File: src/rtl/servo_pkg.sv
// Shared widths, FSM state type and a position clamp helper for the servo
// slew controller.
package servo_pkg;

  localparam int POS_W  = 10;
  localparam int STEP_W = 6;

  typedef enum logic {
    IDLE = 1'b0,
    RAMP = 1'b1
  } servo_state_t;

  function automatic int clamp_int(input int v, input int lo, input int hi);
    return (v < lo) ? lo : ((v > hi) ? hi : v);
  endfunction

endpackage

File: src/rtl/servo_frame_timer.sv
// Free-running PWM frame counter; frame_tick marks the last cycle of a frame.
module servo_frame_timer #(
  parameter int FRAME_CYCLES = 1048576
) (
  input  logic clk,
  input  logic clr,
  output logic frame_tick
);

  localparam int CW = (FRAME_CYCLES > 1) ? $clog2(FRAME_CYCLES) : 1;
  localparam logic [CW-1:0] LAST = CW'(FRAME_CYCLES - 1);

  logic [CW-1:0] cnt_reg;

  always_ff @(posedge clk or posedge clr) begin
    if (clr) begin
      cnt_reg <= '0;
    end else if (cnt_reg == LAST) begin
      cnt_reg <= '0;
    end else begin
      cnt_reg <= cnt_reg + 1'b1;
    end
  end

  // Gated by clr so a single-cycle frame still reports no tick in reset.
  assign frame_tick = (cnt_reg == LAST) && !clr;

endmodule

File: src/rtl/servo_slew_ctrl.sv
// Slew-limited servo position controller: one-entry command buffer, position
// stepped toward the target once per PWM frame, updated at the frame boundary.
module servo_slew_ctrl
  import servo_pkg::*;
#(
  parameter int FRAME_CYCLES = 1048576,
  parameter int POS_MIN      = 0,
  parameter int POS_MAX      = 1023,
  parameter int POS_RESET    = 512
) (
  input  logic              clk,
  input  logic              clr,
  input  logic              cmd_valid,
  output logic              cmd_ready,
  input  logic [POS_W-1:0]  cmd_pos,
  input  logic [STEP_W-1:0] cmd_step,
  input  logic              hold,
  output logic [POS_W-1:0]  pos,
  output logic              frame_tick,
  output logic              moving,
  output logic              at_target
);

  localparam logic [POS_W-1:0] LO_POS    = POS_W'(POS_MIN);
  localparam logic [POS_W-1:0] HI_POS    = POS_W'(POS_MAX);
  localparam logic [POS_W-1:0] RESET_POS = POS_W'(clamp_int(POS_RESET, POS_MIN, POS_MAX));

  logic [POS_W-1:0]  pos_reg, target_reg, pend_pos_reg;
  logic [STEP_W-1:0] step_reg, pend_step_reg;
  logic              pend_valid_reg;
  servo_state_t      state_reg, state_next;

  logic               upd, accept;
  logic [POS_W-1:0]   cmd_clamped, eff_target, pos_next;
  logic [STEP_W-1:0]  eff_step;
  logic signed [11:0] diff, mag;

  servo_frame_timer #(
    .FRAME_CYCLES (FRAME_CYCLES)
  ) u_timer (
    .clk        (clk),
    .clr        (clr),
    .frame_tick (frame_tick)
  );

  assign upd    = frame_tick && !hold;
  assign accept = cmd_valid && !pend_valid_reg;

  assign cmd_clamped = (cmd_pos < LO_POS) ? LO_POS :
                       ((cmd_pos > HI_POS) ? HI_POS : cmd_pos);

  // A pending command takes effect in the same tick that consumes it.
  assign eff_target = pend_valid_reg ? pend_pos_reg  : target_reg;
  assign eff_step   = pend_valid_reg ? pend_step_reg : step_reg;

  always_comb begin
    diff = $signed({2'b00, eff_target}) - $signed({2'b00, pos_reg});
    mag  = (diff < 0) ? -diff : diff;
    if ((eff_step == '0) || (mag <= $signed({6'b000000, eff_step}))) begin
      pos_next = eff_target;
    end else if (diff > 0) begin
      pos_next = pos_reg + {{(POS_W-STEP_W){1'b0}}, eff_step};
    end else begin
      pos_next = pos_reg - {{(POS_W-STEP_W){1'b0}}, eff_step};
    end
  end

  always_ff @(posedge clk or posedge clr) begin
    if (clr) begin
      pos_reg        <= RESET_POS;
      target_reg     <= RESET_POS;
      step_reg       <= '0;
      pend_pos_reg   <= RESET_POS;
      pend_step_reg  <= '0;
      pend_valid_reg <= 1'b0;
    end else begin
      // Accept and consume are exclusive: accept needs an empty buffer.
      if (accept) begin
        pend_pos_reg   <= cmd_clamped;
        pend_step_reg  <= cmd_step;
        pend_valid_reg <= 1'b1;
      end else if (upd && pend_valid_reg) begin
        pend_valid_reg <= 1'b0;
      end
      if (upd) begin
        pos_reg    <= pos_next;
        target_reg <= eff_target;
        step_reg   <= eff_step;
      end
    end
  end

  always_ff @(posedge clk or posedge clr) begin
    if (clr) begin
      state_reg <= IDLE;
    end else begin
      state_reg <= state_next;
    end
  end

  always_comb begin
    state_next = state_reg;
    moving     = (state_reg == RAMP);
    if (upd) begin
      state_next = (pos_next != eff_target) ? RAMP : IDLE;
    end
  end

  assign pos       = pos_reg;
  assign cmd_ready = !pend_valid_reg;
  assign at_target = (pos_reg == target_reg) && !pend_valid_reg;

endmodule

File: config.mk
export PLATFORM = sky130hd
export DESIGN_NAME = servo_slew_ctrl
export DESIGN_NICKNAME = d
export VERILOG_FILES = /design/src/rtl/servo_pkg.sv /design/src/rtl/servo_frame_timer.sv /design/src/rtl/servo_slew_ctrl.sv
export SDC_FILE = /design/constraint.sdc
export NUM_CORES = 1
export LEC_CHECK = 0
export CORE_MARGIN = 2
export CORE_UTILIZATION = 35
export CTS_CLUSTER_SIZE = 8
export DETAILED_ROUTE_END_ITERATION = 12
export PLACE_DENSITY = 0.54
export SYNTH_ARGS = -nofsm -noshare
export SYNTH_HDL_FRONTEND = slang
export SYNTH_SLANG_ARGS = --single-unit
File: constraint.sdc
create_clock -name clk -period 6.2 [get_ports clk]
set_input_delay 1.24 -clock clk [delete_from_list [all_inputs] [get_ports clk]]
set_output_delay 1.24 -clock clk [all_outputs]
set_load 0.01 [all_outputs]
==> impl_results.md <==
- Largest register FFs: 20
- Final Hold Viols: 0
- Cells after synthesis: 478
- Share of the synthesized area in the top cell type: 0.3366
- CTS Buf Count: 9
- Post-Route WL: 10870 µm
- Clock-pin slew on the worst setup and hold paths: 0.05 ns
- Die X-Extent: 117.8 µm
- Vias/cell: 5.176
- Routed Antenna Nets: 0
- GPL Wtd Cong: 0.8304
- Top post-synthesis cells by area: dfrtp_1, ha_1, xnor2_1
- Total GRT Usage: 0.1629
- Commonest non-fill, non-tap cell in the layout: dfrtp_1
- Status: finished, final reports clean
- Die area: 13890 µm²
- Number of max-cap violations: 0
- Compound-Gate Fraction of Synth Area: 0.1697
- Clock sinks: 64
- Final period util: 0.9161
- First-pass GRT wire length: 18190 µm
- Drt initial violations: 118
- Multiplexer share of the synthesized area: 0.07862
- Simple-gate area share of the yosys netlist: 0.1600
- Buf+Inv Stages, Crit Path: 2
- Nets@finish: 566
- Share of post-route cells with drive strength above 1: 0.1267
- FF-to-FF End: moving$_DFFE_PP0P_
- EDFF count, synth: 0
- Final setup vio count: 0
- CP Capture Type: flip-flop
- Slew headroom: 0.2760
- Area of the mapped netlist: 4536 µm²
- Post-synthesis adder-cell area fraction: 0.08607
- Worst path cell trace: buf_4 -> mux2i_1 -> inv_1 -> ha_1 -> o21ai_1 -> a21oi_2 -> nor4_1 -> a311oi_2 -> nor4b_2 -> nand2_1 -> nand2_1 -> nor2_1 -> xor2_1 -> ha_1 -> o21a_1 -> o31a_1 -> o21ai_1 -> a2111oi_1 -> nor4_1 -> a311o_1 -> xnor3_1 -> nor4_1 -> nor3_1
- Vias in the first global route: 3675
- Crit start category: flip-flop
- Leakage: 2.399 nW
- Number of port buffers: 33
- Longest Clk Path Bufs: 2
- Post-Synth XOR/XNOR Area: 0.1123
- Most frequent cells in the layout: dfrtp_1, xnor2_1, nand2_1, nor2_1, clkdlybuf4s50_1
- CP required: 6.40 ns
- Sum of negative setup slack: 0 ns
- Fin. max-slew vios: 0
- Ant. Diodes: 0
- Slowest CP cell: a2111oi_1
- Max stage delay on crit path: 0.48 ns
- CTS tree: done
- Critical Path Fanout Max: 10
- Final setup skew: 0.006067 ns
- Min Tclk post-route: 5.680 ns
- Avg Cell Area, Syn: 9.489 µm²
- DP Area: 5077 µm²
- Syn. warnings: 0
- Initial cell density of the core: 0.3594
- Root Driver: clkbuf_16
- DRC: 0
- Most used cell, CP: nor4_1
- Clk_lat worst skew: 0.32 ns
- Worst hold start: u_timer.cnt_reg[8]$_DFF_PP0_
- Max H-tree Level: 3
- WHS Path Cells: 1
- Yosys cell types: 60
- Pwr/cell area: 345.7 nW/µm²
- CP delay by family, top: compound AO/OA/AOI/OAI gates
- Die Y: 117.8 µm
- Main combinational cell family by area after synthesis: compound AO/OA/AOI/OAI gates
- Crit Path Class: reg -> reg
- FFs w/ async S/R, synth: 1.000
- Layout area overhead: 18.62%
- Initial antenna violation count: 0
- Peak supply drop: 0.0001799 V
- First-pass DRT Iterations: 4
- Hold Path Class: reg -> reg
- Cell area after layout: 5380 µm²
- Cell Rows: 41
- Seq/Total Area, Yosys: 0.3539
- Final Util: 0.4263
- Flop-to-flop setup slack: 0.52 ns
- WL/cell: 15.68 µm
- Synth Register Bits: 64
- Net count after synthesis: 528
- Largest net degree at the start of global routing: 65
- Worst R2R Start: pend_valid_reg$_DFFE_PP0P_
- IO Count: 34
- # Post-CTS Setup Buffers: 0
- Core ar.: 12620 µm²
- Cell taking the most area after synthesis: dfrtp_1
- Fmax: 176.1 MHz
- Via count: 3587
- R2R cell count: 23
- Worst slew pin tran: 1.079 ns
- Fin Hold WS: 0.4733 ns
- Endpoint, Worst Hold: u_timer.cnt_reg[8]$_DFF_PP0_
- DP HPWL: 8381 µm
- Most used DFF post-synth: dfrtp_1
- Total grt overflow: 0
- Crit path DAT: 5.88 ns
==> cell usage after synthesis, drive strengths merged, types with 2 or more instances <==
library cell	n
a211o	2
a211oi	2
a21boi	2
a21o	3
a21oi	16
a22o	2
a22oi	8
a31oi	13
and2	3
and3	12
and4	2
buf	7
clkbuf	8
dfrtp	61
dfstp	3
fa	2
ha	28
inv	28
mux2	18
mux2i	15
nand2	34
nand2b	4
nand3	14
nand4	8
nor2	34
nor2b	12
nor3	13
nor4	4
o211a	2
o21a	9
o21ai	37
o311ai	2
o31a	3
xnor2	40
xnor3	2
xor2	13
==> per-layer routing <==
metal	GRT usage	wire length, µm
met1	0.2118	5230
met2	0.2711	5154
met3	0.03682	346
met4	0.04744	134
met5	0	0
==> cells by family (layout without fill, tap and decap cells) <==
kind of cell / count (synthesis) / after routing
adder cells (fa/ha/maj): 30 / 30
flip-flops: 64 / 64
XOR/XNOR: 55 / 55
multiplexers: 33 / 33
AND/OR/NAND/NOR: 143 / 143
AO/OA/AOI/OAI: 110 / 110
buffers and inverters: 43 / 86
==> power breakdown <==
| part | internal, W | total (W) | leakage (nW) | switching [W] |
|---|---|---|---|---|
| registers | 0.000461 | 0.000484 | 0.795 | 0.0000231 |
| logic | 0.000373 | 0.000871 | 1.46 | 0.000498 |
| clock network | 0.000333 | 0.000504 | 0.143 | 0.000171 |
| total | 0.00117 | 0.00186 | 2.40 | 0.000692 |
==> worst register-to-register path: cells and delay by family, from the launching register on <==
| kind | cells | cell delay [ns] |
|---|---|---|
| multiplexers | 1 | 0.33 |
| AO/OA/AOI/OAI | 8 | 2.02 |
| flip-flops | 1 | 0.41 |
| buffers and inverters | 2 | 0.34 |
| adder cells (fa/ha/maj) | 2 | 0.79 |
| AND/OR/NAND/NOR | 8 | 1.35 |
| XOR/XNOR | 2 | 0.34 |
==> metrics by stage <==
step	cells	worst slack (ns)	power (W)
floorplan	478	0.7881	0.001151
global placement	677	0.6387	0.001345
detailed placement	677	0.4507	0.001357
CTS	693	0.4341	0.001877
global route	693	-0.03202	0.001995
finish	693	0.5200	0.001860
==> what timing repair did <==
item / in CTS / in global routing
endpoints found under the setup margin: 0 / 1
resized for setup: 0 / 1
hold buffers: 0 / 0
==> area by class of cell <==
class / count / area, µm²
Multi-Input combinational cell: 371 / 2755
Sequential cell: 64 / 1605
Inverter: 28 / 105.1
Tap cell: 172 / 215.2
Timing Repair Buffer: 42 / 397.9
Clock buffer: 14 / 264.0
Fill cell: 1254 / 7239
Clock inverter: 2 / 37.54
==> worst max-delay path by stage <==
stage                     depth (start not counted)                 end                        from
after floorplan                                  24  moving$_DFFE_PP0P_  pend_valid_reg$_DFFE_PP0P_
after global placement                           22  moving$_DFFE_PP0P_  pend_valid_reg$_DFFE_PP0P_
after detailed placement                         23  moving$_DFFE_PP0P_  pend_valid_reg$_DFFE_PP0P_
after CTS                                        23  moving$_DFFE_PP0P_  pend_valid_reg$_DFFE_PP0P_
after global routing                             23  moving$_DFFE_PP0P_  pend_valid_reg$_DFFE_PP0P_
final                                            23  moving$_DFFE_PP0P_  pend_valid_reg$_DFFE_PP0P_
Power figures use the tool's default switching activity.
